$ cat config.mk
export PLATFORM = sky130hd
export DESIGN_NAME = nv_nvdla_sdp_core_y_inp_chn_out_tx
export DESIGN_NICKNAME = d
export VERILOG_FILES = /design/src/rtl/nv_nvdla_sdp_core_y_inp_chn_out_tx.sv
export SDC_FILE = /design/constraint.sdc
export NUM_CORES = 2
export LEC_CHECK = 0
export BUFFER_PORTS_ARGS = -buffer_cell sky130_fd_sc_hd__buf_2
export CAP_MARGIN = 20
export CORE_AREA = 2 2 411 413
export DETAILED_ROUTE_END_ITERATION = 12
export DIE_AREA = 0 0 413 415
export RECOVER_POWER = 25
export SLEW_MARGIN = 20
export SYNTH_ARGS = -nofsm -noshare
export SYNTH_HDL_FRONTEND = slang
export SYNTH_SLANG_ARGS = --single-unit
export TNS_END_PERCENT = 10
$ cat constraint.sdc
create_clock -name nvdla_core_clk -period 100.7 [get_ports nvdla_core_clk]
set_input_delay 25.175 -clock nvdla_core_clk [delete_from_list [all_inputs] [get_ports nvdla_core_clk]]
set_output_delay 25.175 -clock nvdla_core_clk [all_outputs]
set_load 0.005 [all_outputs]
$ cat src/rtl/nv_nvdla_sdp_core_y_inp_chn_out_tx.sv
// SDP Y-input channel output transmitter: 2-entry valid/ready skid FIFO between core and consumer.
// Optional stall counter enabled by defining SDP_Y_INP_OUT_STALL_CNT_EN.
module nv_nvdla_sdp_core_y_inp_chn_out_tx #(
    parameter int WIDTH = 512
) (
    input  logic             nvdla_core_clk,
    input  logic             nvdla_core_rst,
    input  logic             chn_out_rsci_oswt,
    input  logic             core_wen,
    input  logic [WIDTH-1:0] chn_out_rsci_d,
    output logic             chn_out_rsci_bawt,
    output logic             chn_out_rsci_wen_comp,
    output logic [WIDTH-1:0] chn_out_rsc_z,
    output logic             chn_out_rsc_lz,
    input  logic             chn_out_rsc_vz,
    input  logic             stall_cnt_clr,
    output logic [31:0]      stall_cnt
);

    typedef enum logic [1:0] {
        EMPTY = 2'd0,
        ONE   = 2'd1,
        FULL  = 2'd2
    } state_t;

    state_t           state_q;
    state_t           state_d;
    logic             wr_ptr_q;
    logic             rd_ptr_q;
    logic [WIDTH-1:0] mem_q [2];
    logic [WIDTH-1:0] hold_q;
    logic             push;
    logic             pop;

    // State register.
    // NOTE: sequential state uses non-blocking (<=) so every flop samples pre-edge values.
    always_ff @(posedge nvdla_core_clk) begin
        if (nvdla_core_rst) begin
            state_q <= EMPTY;
        end else begin
            state_q <= state_d;
        end
    end

    // Next-state logic.
    // NOTE: default assignment first so no path leaves state_d unassigned (no latch).
    always_comb begin
        state_d = state_q;
        case (state_q)
            EMPTY: if (push) state_d = ONE;
            ONE: begin
                if (push && !pop)      state_d = FULL;
                else if (pop && !push) state_d = EMPTY;
            end
            FULL:    if (pop) state_d = ONE;
            default: state_d = EMPTY;
        endcase
    end

    // Outputs: handshake flags decode registered state only, so vz never reaches bawt.
    always_comb begin
        chn_out_rsci_bawt     = (state_q != FULL);
        chn_out_rsc_lz        = (state_q != EMPTY);
        chn_out_rsci_wen_comp = ~chn_out_rsci_oswt | chn_out_rsci_bawt;
        push                  = chn_out_rsci_oswt & core_wen & chn_out_rsci_bawt;
        pop                   = chn_out_rsc_lz & chn_out_rsc_vz;
        chn_out_rsc_z         = (state_q == EMPTY) ? hold_q : mem_q[rd_ptr_q];
    end

    // Storage and pointers; hold_q tracks the head so z keeps its last value once drained.
    // NOTE: storage is reset explicitly because z must read 0 after reset.
    always_ff @(posedge nvdla_core_clk) begin
        if (nvdla_core_rst) begin
            wr_ptr_q <= 1'b0;
            rd_ptr_q <= 1'b0;
            mem_q[0] <= '0;
            mem_q[1] <= '0;
            hold_q   <= '0;
        end else begin
            if (push) begin
                mem_q[wr_ptr_q] <= chn_out_rsci_d;
                wr_ptr_q        <= ~wr_ptr_q;
            end
            if (pop) begin
                rd_ptr_q <= ~rd_ptr_q;
            end
            if (chn_out_rsc_lz) begin
                hold_q <= mem_q[rd_ptr_q];
            end
        end
    end

`ifdef SDP_Y_INP_OUT_STALL_CNT_EN
    logic [31:0] stall_cnt_q;

    // Counts cycles where data is offered but not taken; saturates, clear has priority.
    always_ff @(posedge nvdla_core_clk) begin
        if (nvdla_core_rst || stall_cnt_clr) begin
            stall_cnt_q <= '0;
        end else if (chn_out_rsc_lz && !chn_out_rsc_vz && (stall_cnt_q != 32'hFFFF_FFFF)) begin
            stall_cnt_q <= stall_cnt_q + 32'd1;
        end
    end

    assign stall_cnt = stall_cnt_q;
`else
    logic unused_stall_cnt_clr;

    assign unused_stall_cnt_clr = stall_cnt_clr;
    assign stall_cnt            = '0;
`endif

endmodule

* After elaboration in Yosys (flattened, before gate mapping)
Memories as Yosys holds them, arrays and structs flattened. A register that Yosys moved wholly into a read port is not among the register bits.
Index checks and enable logic that the tools add are counted.
** Storage, ports and cells
- Register bits :: 516
- Memory bits (writable) :: 1024
- Input port bits :: 518
- Output and inout port bits :: 547
- Logic and storage cells :: 42
- Memories :: 1
** Operators by class
- Equal/unequal tests :: 6
- Multiplexer cells :: 16
- Bitwise gates (word level) :: 7
- Reductions and logical operators :: 8
** Memory list
- mem_q :: words 2, bits a word 512, rd ports 1, clocked after memory_dff 1, wr ports 2, RTL line 30 : logic [WIDTH-1:0] mem_q [2];
** Operators with widths (count)
- $mux W512 :: 2
- $reduce_or A512 Y1 :: 1
- $mux W1 :: 9
- $mux W2 :: 4
- $ne A2 B2 Y1 const B :: 3
- $pmux W2 S3 :: 1
- $and A1 B1 Y1 :: 3
- $ne A3 B3 Y1 const B :: 1
- $not A1 Y1 :: 3
- $reduce_and A3 Y1 :: 1
- $eq A2 B1 Y1 const B :: 1
- $eq A2 B2 Y1 const B :: 1
- $logic_and A1 B1 Y1 :: 2
- $logic_not A1 Y1 :: 2
- $logic_not A2 Y1 :: 1
- $reduce_bool A2 Y1 :: 1
- $or A1 B1 Y1 :: 1

* Logic depth before layout (Yosys ltp)
- Depth in word-level cells :: 7
- Mapped depth :: 8
- Mapped depth without buffers :: 6

* Worst setup path before layout
No wires, ideal clock.
- Path kind :: in2reg
- Start :: in chn_out_rsci_oswt
- End :: mem mem_q[0][0], enable pin
- Setup time :: 2.137 ns
- Arrival time :: 62.469 ns
- Required time :: 98.563 ns
- Path slack :: 36.094 ns
- Stages on the path :: 2
- Buffers on the path :: 0
- Cell sequence :: nand2_1 -> o31ai_1
** RTL lines
- start, declared :: RTL line 8 : input logic chn_out_rsci_oswt,
- end, declared :: RTL line 30

* Worst setup path in the final report
- Start :: in chn_out_rsci_oswt
- End :: out chn_out_rsci_wen_comp
** Between the ends
- Word-level cells in the longest chain between the ends :: 2
** RTL lines
- $not A1 Y1 :: RTL line 64 : chn_out_rsci_wen_comp = ~chn_out_rsci_oswt | chn_out_rsci_bawt;
- $or A1 B1 Y1 :: RTL line 64
- end, declared :: RTL line 12 : output logic chn_out_rsci_wen_comp,
Every way passes these cells.

==> impl_metrics.env <==
export IMPL_outcome="finished, violations left"
export IMPL_failed_checks="max-capacitance violations, max-slew violations"
export IMPL_p_seq_share_pct=48.1
export IMPL_worst_ep_arrival_time_ns=25.43
export IMPL_reg2reg_slack_ns=93.19
export IMPL_critPathMaxFanout=2
export IMPL_grt_start_max_net_pins=197
export IMPL_switching_share_pct=25.1
export IMPL_synth_area_leaders="edfxtp_1, dfxtp_1, and2_1"
export IMPL_die_h_um=415
export IMPL_endpoint_kind="primary output"
export IMPL_reg2reg_from="state_q[0]"
export IMPL_max_freq_mhz=19.8
export IMPL_synth_cell_area_mm2=0.0631
export IMPL_layout_drive_gt1_share_pct=20.1
export IMPL_crit_end="chn_out_rsci_wen_comp"
export IMPL_ys_seq_area_share_pct=65.2
export IMPL_finalMaxSlewViolations=813
export IMPL_firstDrtPassIters=7
export IMPL_start_kind="input pin"
export IMPL_core_region_area_mm2=0.167
export IMPL_p_int_mw=1.13
export IMPL_wl_mm=175
export IMPL_clockBufferDepth=3
export IMPL_cts_resized=0
export IMPL_clock_sinks=1541
export IMPL_finalCoreUtilization_pct=45.1
export IMPL_grt_overflow=0
export IMPL_yosysMostFrequentCell="nor2_1"
export IMPL_finalCritPeriodShare_pct=50.3
export IMPL_synth_top_area_share_pct=48.8
export IMPL_synth_top_cells_by_count="nor2_1, and2_1, edfxtp_1"
export IMPL_p_per_area_mw_per_mm2=20.1
export IMPL_syn_area_per_cell_um2=11.3
export IMPL_setup_tns_ns=0
export IMPL_die_area_mm2=0.171
export IMPL_numCtsBuffers=165
export IMPL_placementRows=150
export IMPL_cp_required_ns=75.53
export IMPL_viasPerCell=4.89
export IMPL_ys_flop_type="edfxtp_1"
export IMPL_clkPwrFrac_pct=40.0
export IMPL_ios=1065
export IMPL_switchingPower_mw=0.379
export IMPL_r2r_end="mem_q[1][52]"
export IMPL_nNetsFinal=6955
export IMPL_setup_viol=0
export IMPL_grt_pass1_wl_mm=257
export IMPL_insertion_delay_ns=0.83
export IMPL_start_util_pct=37.8
export IMPL_post_drt_wl_per_cell_um=19.8
export IMPL_clk_pin_slew_ns=0.06
export IMPL_syn2layout_area_growth_pct=19.2
export IMPL_crit_type="input pin to primary output"
export IMPL_gp_congestion=0.819
export IMPL_pwr_share_comb_pct=11.8
export IMPL_yosys_warnings=0
export IMPL_drt_iter0_drc=2451
export IMPL_p_leak_nw=29.6
export IMPL_yosys_register_bits=1541
export IMPL_first_global_vias=41159
export IMPL_synth_top_cell_by_area="edfxtp_1"
export IMPL_ir_drop_v=0.0000175
export IMPL_fin_total_pwr_mw=1.51
export IMPL_final_hold_violation_count=0
export IMPL_ys_types=31
export IMPL_reg2reg_depth=7
export IMPL_tightest_slew_ns=8.69
export IMPL_min_period_ns=50.60
export IMPL_relSlewSlack_pct=-479
export IMPL_root_buffer="clkbuf_16"
export IMPL_die_width_um=413
export IMPL_maxCapViolCount=12
export IMPL_drtAntennaViolNets=0
export IMPL_drcViolationCount=0
export IMPL_vias=43232
export IMPL_cts_tree="built"
export IMPL_fin_worst_skew_ns=0.0393
export IMPL_port_buffers=1031
export IMPL_syn_inst=5584
export IMPL_synth_edff_count=1024
export IMPL_hp_class="register to register"
export IMPL_rsz0062_at_grt="no"
export IMPL_cts_setup_buffers=0
export IMPL_hpwl_mm=110
export IMPL_grt_antenna_before_repair=115
export IMPL_grt_total_usage_pct=19.9
export IMPL_ys_async_sr_fraction_pct=0
export IMPL_htreeDepth=4
export IMPL_ctsHoldBuffers=0
export IMPL_startpoint="chn_out_rsci_oswt"
-- placed cells by master, fill, tap and decap left out, types with 2 or more instances in the layout --
cell type / instances
bufinv_16: 6
nor2b_1: 512
clkbuf_8: 34
inv_6: 7
and2_1: 892
and2_0: 132
clkbuf_16: 167
conb_1: 32
inv_16: 3
o21ai_0: 3
dfxtp_1: 516
diode_2: 53
inv_1: 3
nor2_1: 1028
clkbuf_1: 61
nand2_1: 2
clkinv_2: 22
clkinv_16: 3
a211oi_1: 512
buf_4: 34
buf_2: 1031
nor3_1: 513
buf_12: 9
edfxtp_1: 1024
clkinv_1: 16
-- metrics by stage --
step                      cells  worst slack (ns)  hold WS [ns]  area (um2)
final                      8836             50.10         0.508       75200
after global placement     8472             50.07         0.485       69700
after detailed placement   8473             50.09         0.494       69800
after global routing       8821             50.06         0.542       75200
after CTS                  8783             50.09         0.510       75200
after floorplan            5615             36.09         0.472       63200
-- cell type report --
class | count | area (um2)
fillers | 15510 | 91500
clock buffers | 251 | 4830
diodes | 53 | 133
repair buffers | 1085 | 5640
well taps | 2204 | 2760
inverters | 4 | 22.5
flip-flops and latches | 1541 | 41100
clock inverters | 59 | 586
multi-input cells | 3639 | 20100
-- power groups by stage --
stage	clock network, mW	logic [mW]	registers [mW]
floorplan	0	0.101	0.757
finish	0.604	0.178	0.727
global placement	0	0.178	0.738
global route	0.643	0.198	0.730
detailed placement	0	0.181	0.740
CTS	0.617	0.182	0.727
-- kinds of logic after synthesis --
kind of cell               count (synthesis)  synth area share, %
buffers and inverters                    435                 3.07
xor gates and xnor gates                   1               0.0139
and+or+nand+nor                         3086                 25.6
AOI/OAI and AO/OA                        519                 6.16
DFF                                     1541                 65.2
other                                      1              0.00595
adders and majority gates                  1               0.0198
-- state kept, by name, summed over array words and instances (netlist names), named ones only --
register  flops
mem_q      1024
hold_q      512
state_q       2
rd_ptr_q      1
wr_ptr_q      1
-- worst min path at each step --
stage	to	depth (start not counted)	slack, ns	start
2_1_floorplan	register	2	0.47	rd_ptr_q
3_3_place_gp	register	2	0.48	rd_ptr_q
3_5_place_dp	register	2	0.49	rd_ptr_q
4_1_cts	register	2	0.51	rd_ptr_q
5_1_grt	hold_q[352]	2	0.54	hold_q[352]
6_report	register	2	0.51	rd_ptr_q
-- metal layers --
| metal | share of wire, % | GRT usage (%) | wire length [um] |
|---|---|---|---|
| met5 | 0.26 | 0 | 463 |
| met4 | 4.5 | 10.0 | 7830 |
| met3 | 7.6 | 6.44 | 13300 |
| met2 | 49 | 33.3 | 86600 |
| met1 | 38 | 22.6 | 67200 |
-- critical path, stage by stage --
cell	delay (ns)
buf_2	0.08
nand2_1	0.04
buf_2	0.13
(Power assumes the default switching activity.)
